### config.mk
export PLATFORM = sky130hd
export DESIGN_NAME = multi_nbits_pipeline_flat
export DESIGN_NICKNAME = d
export VERILOG_FILES = /design/src/rtl/multi_nbits_pipeline_if.sv /design/src/rtl/multi_nbits_pipeline.sv /design/src/flat_wrapper.sv
export SDC_FILE = /design/constraint.sdc
export NUM_CORES = 1
export LEC_CHECK = 0
export ABC_CLOCK_PERIOD_IN_PS = 1900
export BUFFER_PORTS_ARGS = -buffer_cell sky130_fd_sc_hd__buf_2
export CORE_ASPECT_RATIO = 0.5
export CORE_UTILIZATION = 40
export DETAILED_ROUTE_END_ITERATION = 16
export PLACE_DENSITY = 0.63
export SLEW_MARGIN = 30
export SYNTH_ARGS = -nofsm -noshare
export SYNTH_HDL_FRONTEND = slang
export SYNTH_SLANG_ARGS = --single-unit
### constraint.sdc
create_clock -name clk -period 1.9 [get_ports clk]
set_input_delay 0.38 -clock clk [delete_from_list [all_inputs] [get_ports clk]]
set_output_delay 0.38 -clock clk [all_outputs]
set_load 0.1 [all_outputs]
### src/rtl/multi_nbits_pipeline_if.sv
// Valid/ready bus of the pipelined multiplier: operand side and product side.
interface multi_nbits_pipeline_if #(
    parameter int WIDTH = 8
);
    logic               in_valid;
    logic               in_ready;
    logic [WIDTH-1:0]   mul_a;
    logic [WIDTH-1:0]   mul_b;
    logic               out_valid;
    logic               out_ready;
    logic [2*WIDTH-1:0] mul_out;

    // Producer of operands and consumer of products.
    modport master (
        output in_valid, mul_a, mul_b, out_ready,
        input  in_ready, out_valid, mul_out
    );

    // The multiplier itself.
    modport slave (
        input  in_valid, mul_a, mul_b, out_ready,
        output in_ready, out_valid, mul_out
    );
endinterface

### src/rtl/multi_nbits_pipeline.sv
// Fully pipelined WIDTH x WIDTH array multiplier with valid/ready handshake.
// Stage 0 registers WIDTH partial products, each tree level halves the term
// count, and the final pairwise add is captured directly in the output
// register, giving a latency of 1 + log2(WIDTH) enabled edges.
// WIDTH must be a power of two and at least 2.
module multi_nbits_pipeline #(
    parameter int WIDTH  = 8,
    parameter bit SIGNED = 1'b0
) (
    input  logic                   clk,
    input  logic                   rst_n,
    multi_nbits_pipeline_if.slave  bus
);
    localparam int PW    = 2 * WIDTH;
    localparam int LOG2W = $clog2(WIDTH);
    localparam int LAT   = 1 + LOG2W;
    // Terms held in registers: WIDTH + WIDTH/2 + ... + 2.
    localparam int NTERM = 2 * WIDTH - 2;

    logic                      en;
    logic [PW-1:0]             a_ext;
    logic [NTERM-1:0][PW-1:0]  term_d;
    logic [NTERM-1:0][PW-1:0]  term_q;
    logic [LAT-2:0]            vld_q;
    logic [PW-1:0]             sum_d;
    logic [PW-1:0]             mul_out_q;
    logic                      out_valid_q;

    // One enable freezes the whole pipe while the output is held.
    assign en = !out_valid_q || bus.out_ready;

    // Multiplicand widened to product width in the selected number system.
    assign a_ext = SIGNED ? {{WIDTH{bus.mul_a[WIDTH-1]}}, bus.mul_a}
                          : {{WIDTH{1'b0}}, bus.mul_a};

    // Partial products; in signed mode the multiplier MSB carries weight
    // -2^(WIDTH-1), so its row is subtracted rather than added.
    for (genvar i = 0; i < WIDTH; i++) begin : g_pp
        logic [PW-1:0] pp;
        assign pp = bus.mul_b[i] ? (a_ext << i) : '0;
        if (SIGNED && (i == WIDTH - 1)) begin : g_neg
            assign term_d[i] = -pp;
        end else begin : g_pos
            assign term_d[i] = pp;
        end
    end

    // Adder-tree levels 1..LOG2W-1: each sums adjacent pairs of the level
    // below. Level k starts at flat offset 2*WIDTH - 2*(WIDTH >> k).
    for (genvar k = 1; k < LOG2W; k++) begin : g_lvl
        localparam int OFF_CUR = 2 * WIDTH - 2 * (WIDTH >> k);
        localparam int OFF_PRV = 2 * WIDTH - 2 * (WIDTH >> (k - 1));
        for (genvar j = 0; j < (WIDTH >> k); j++) begin : g_add
            assign term_d[OFF_CUR + j] = term_q[OFF_PRV + 2*j] + term_q[OFF_PRV + 2*j + 1];
        end
    end

    // Final tree level: the last two terms, summed straight into mul_out.
    assign sum_d = term_q[NTERM-2] + term_q[NTERM-1];

    // Pipeline registers, valid chain and output register, all gated by en.
    always_ff @(posedge clk or negedge rst_n) begin
        if (!rst_n) begin
            // NOTE: the term array is a bank of pipeline flops, not a RAM, so it
            // is cleared with the rest of the state; reset discards in-flight work.
            term_q      <= '0;
            vld_q       <= '0;
            mul_out_q   <= '0;
            out_valid_q <= 1'b0;
        end else if (en) begin
            // NOTE: non-blocking assignments let every stage sample the previous
            // stage's old value on the same edge, which is what makes it a pipe.
            term_q      <= term_d;
            vld_q       <= (vld_q << 1) | (LAT-1)'(bus.in_valid);
            out_valid_q <= vld_q[LAT-2];
            if (vld_q[LAT-2]) begin
                mul_out_q <= sum_d;
            end
        end
    end

    assign bus.in_ready  = en;
    assign bus.out_valid = out_valid_q;
    assign bus.mul_out   = mul_out_q;
endmodule

### src/flat_wrapper.sv
// flat-port wrapper written by rule: the top's interface ports become plain ports
module multi_nbits_pipeline_flat 
#(
    parameter int WIDTH  = 8,
    parameter bit SIGNED = 1'b0
)
  (clk, rst_n, bus_in_valid, bus_mul_a, bus_mul_b, bus_out_ready, bus_in_ready, bus_out_valid, bus_mul_out);
  multi_nbits_pipeline_if #(.WIDTH(WIDTH)) bus_i ();
  input  logic clk;
  input  logic rst_n;
  input wire logic [$bits(bus_i.in_valid)-1:0] bus_in_valid;
  input wire logic [$bits(bus_i.mul_a)-1:0] bus_mul_a;
  input wire logic [$bits(bus_i.mul_b)-1:0] bus_mul_b;
  input wire logic [$bits(bus_i.out_ready)-1:0] bus_out_ready;
  output wire logic [$bits(bus_i.in_ready)-1:0] bus_in_ready;
  output wire logic [$bits(bus_i.out_valid)-1:0] bus_out_valid;
  output wire logic [$bits(bus_i.mul_out)-1:0] bus_mul_out;
  assign bus_i.in_valid = bus_in_valid;
  assign bus_i.mul_a = bus_mul_a;
  assign bus_i.mul_b = bus_mul_b;
  assign bus_i.out_ready = bus_out_ready;
  assign bus_in_ready = bus_i.in_ready;
  assign bus_out_valid = bus_i.out_valid;
  assign bus_mul_out = bus_i.mul_out;
  multi_nbits_pipeline #(.WIDTH(WIDTH), .SIGNED(SIGNED)) u_core (.clk(clk), .rst_n(rst_n), .bus(bus_i));
endmodule
==> reports/qor.csv <==
metric,value,unit
drt-total-wl,19.0,mm
detailroute.via_count,6332,
crit-reg2reg-capture,u_core.term_q[136],
report.final.hold_viol_count,0,
numPortBuffers,37,
vias_in_the_first_global_route,5987,
syn_area_per_cell,8.98,um2
post_dp_cell_area,8670,um2
drive_gt1_share,18.2,%
total_power,0.0172,W
h_tree_depth_reported_by_cts,4,
net_count_after_synthesis,970,
intPower,0.00993,W
fp.dieH,102,um
overall_global_routing_resource_usage,18.9,%
power.ir.vdd_worst,0.000712,V
final_nets,1022,
floorplan.die.width,202,um
synth.cell_area,7990,um2
tritoncts,built,
grt-ovfl-total,0,
cells_after_synthesis,890,
grt_antenna_before_repair,0,
detail_route.vias_per_cell,5.19,
clock_sinks,149,
finClkSkew,12.6,ps
worst-slew-pin-transition,515,ps
post-route-cell-area,9650,um2
detail-route-antenna-nets,0,
highest_attainable_clock_frequency,0.531,GHz
fp.dieArea,20600,um2
clk_pin_slew_worst_paths,60,ps
drcViolationCount,1,
fillerInstances,1774,
synthFlopType,sky130_fd_sc_hd__dfrtp_1,
grt_start_max_net_pins,60,
drt_iter0_markers,466,
cts_made_buffers,17,
async_reset_ff_share,100,%
rr_worst_depth,7,
final.min_clock_period,1880,ps
mostFrequentLayoutCells,"232 x sky130_fd_sc_hd__nand2_1, 148 x sky130_fd_sc_hd__dfrtp_1, 76 x sky130_fd_sc_hd__nand3_1",
placeableCoreArea,19500,um2
synth_edf_count,0,
path_class_of_the_lowest_slack_min_delay_path,primary input to register,
clock_power_share,22.2,%
boundaryPins,38,
worstSetupPathType,register to register,
max_cap_viol_count,0,
layout_commonest_cell,sky130_fd_sc_hd__nand2_1,
initial_utilization,41.0,%
final_max_slew_viol_count,0,
ys_seq_area_share,46.6,%
finish.utilization,49.5,%
worstReg2RegStart,u_core.term_q[18],
placement_rows,36,
cts.root.buffer_cell,sky130_fd_sc_hd__clkbuf_16,
detailedPlacementHpwl,13.0,mm
cts.path.max_buffers,2,
drt_first_pass_iters,11,
worst-endpoint-arrival,2180,ps
setup-violations-final,0,
power.switching,0.00730,W
max_slew_margin,65.7,%
crit_end,u_core.term_q[136],
wire_length_of_the_first_global_routing_pass,30.8,mm
power_density,1790,nW/um2
num_antenna_cells,0,
outcome,"complete, but fails checks",
grt_setup_unrepaired,yes,
insertion_delay,420,ps
p_leak,4.70,nW
crit_path_start,u_core.term_q[18],
synth.yosys.warnings,0,
p_sw_share,42.4,%
ff2ff_setup_slack,20,ps
failing_checks,design-rule violations,
period_share,99.2,%
critPathLaunchType,register,
combinational_cell_fraction_of_total_power,47.8,%
power.sequential.fraction,30.0,%
yosys_register_bits,149,
detail_route.wl_per_cell,15.6,um
critical_path_peak_fanout,3,
worstPathRequired,2200,ps
area_growth_syn_to_layout,20.7,%
gpl.final_weighted_congestion,0.864,
worstSetupEndpointType,register,
ys_types,55,
==> through the flow <==
step / worst slack (ps) / hold slack [ps] / TNS, ps / instances
after floorplan: 2.69 / 84.4 / 0 / 890
after global placement: -91.2 / 357 / -324 / 1180
after detailed placement: -117 / 358 / -953 / 1180
after CTS: -4.74 / 163 / -9.29 / 1211
after global routing: -80.0 / 189 / -237 / 1219
final: 15.3 / 163 / 0 / 1219
==> critical path, stage by stage (launching register included) <==
cell and delay [ps]:
sky130_fd_sc_hd__dfrtp_1 400, sky130_fd_sc_hd__ha_1 320, sky130_fd_sc_hd__a21oi_2 200, sky130_fd_sc_hd__o21ai_2 90, sky130_fd_sc_hd__o41ai_2 320, sky130_fd_sc_hd__buf_4 170
sky130_fd_sc_hd__mux2i_2 190, sky130_fd_sc_hd__nand2_1 70
==> cells in the mapped netlist (6+ instances only) <==
cell	n	area (um2)
sky130_fd_sc_hd__ha_1	53	663
sky130_fd_sc_hd__nor3_1	15	75.1
sky130_fd_sc_hd__o31ai_1	9	67.6
sky130_fd_sc_hd__dfrtp_1	149	3730
sky130_fd_sc_hd__mux2_2	6	67.6
sky130_fd_sc_hd__o211ai_1	6	45.0
sky130_fd_sc_hd__nor2b_1	8	50.1
sky130_fd_sc_hd__a21oi_1	46	230
sky130_fd_sc_hd__nor2_1	48	180
sky130_fd_sc_hd__xor2_1	18	158
sky130_fd_sc_hd__inv_1	22	82.6
sky130_fd_sc_hd__clkbuf_1	22	82.6
sky130_fd_sc_hd__a21o_1	9	67.6
sky130_fd_sc_hd__nand3_1	78	390
sky130_fd_sc_hd__nand2_1	232	871
sky130_fd_sc_hd__xnor2_1	10	87.6
sky130_fd_sc_hd__o21ai_0	38	190
sky130_fd_sc_hd__fa_1	7	140
sky130_fd_sc_hd__buf_2	20	100
sky130_fd_sc_hd__o21a_1	9	67.6
sky130_fd_sc_hd__nor3b_1	11	82.6
==> routing by layer <==
| layer | global-route usage [%] | share of wire [%] | up-vias |
|---|---|---|---|
| li1 | - | - | 3151 |
| met1 | 28.4 | 53 | 3040 |
| met2 | 27.8 | 41 | 127 |
| met3 | 3.86 | 4.5 | 14 |
| met4 | 4.37 | 0.83 | 0 |
| met5 | 0 | 0 | - |
==> how the worst min path moves through the flow <==
stage | start | endpoint | slack [ps] | cells past startpoint
3_5_place_dp | rst_n | u_core.bus.mul_out[1] | 360 | 1
4_1_cts | bus_in_valid | u_core.vld_q[0] | 160 | 3
3_3_place_gp | rst_n | u_core.bus.mul_out[1] | 360 | 1
5_1_grt | bus_in_valid | u_core.vld_q[0] | 190 | 3
2_1_floorplan | rst_n | u_core.bus.mul_out[0] | 80 | 0
6_report | bus_in_valid | u_core.vld_q[0] | 160 | 3
==> power groups by stage <==
stage,Clock (W),Sequential (W),Combinational [W]
after floorplan,0,0.00617,0.00466
after global placement,0,0.00512,0.00756
after detailed placement,0,0.00516,0.00765
after CTS,0.00387,0.00511,0.00785
after global routing,0.00401,0.00530,0.00908
final,0.00383,0.00517,0.00824
==> area by class of cell <==
type / instances / area, um2 / area share [%]
timing repair buffer: 84 / 624 / 6.47
inverter: 23 / 88.8 / 0.921
multi-input combinational: 667 / 4210 / 43.6
clock buffer: 21 / 460 / 4.77
tap: 266 / 333 / 3.45
sequential: 149 / 3730 / 38.7
clock inverter: 9 / 201 / 2.09
==> flip-flops by register name (all words and copies together), names as in the netlist <==
name / cells
u_core.term_q: 129
u_core.bus.mul_out: 16
u_core.vld_q: 3
u_core.bus.out_valid: 1
==> cells by family (layout without fill, tap and decap cells) <==
group	after synthesis	after routing	synth area share (%)
AND/OR/NAND/NOR	417	417	22.9
AO/OA/AOI/OAI	152	152	12.1
flip-flops	149	149	46.6
buffers and inverters	74	137	3.87
adder cells (fa/ha/maj)	60	60	10.0
XOR/XNOR	28	28	3.07
multiplexers	10	10	1.35
==> repair_timing <==
item,in CTS,in global routing
endpoints found under the hold margin,46,0
hold buffers,1,0
pin swaps,3,31
gates resized for setup,14,45
setup buffers,0,8
setup endpoints to repair,19,28
Note: power is estimated with default switching activity, not from simulation.
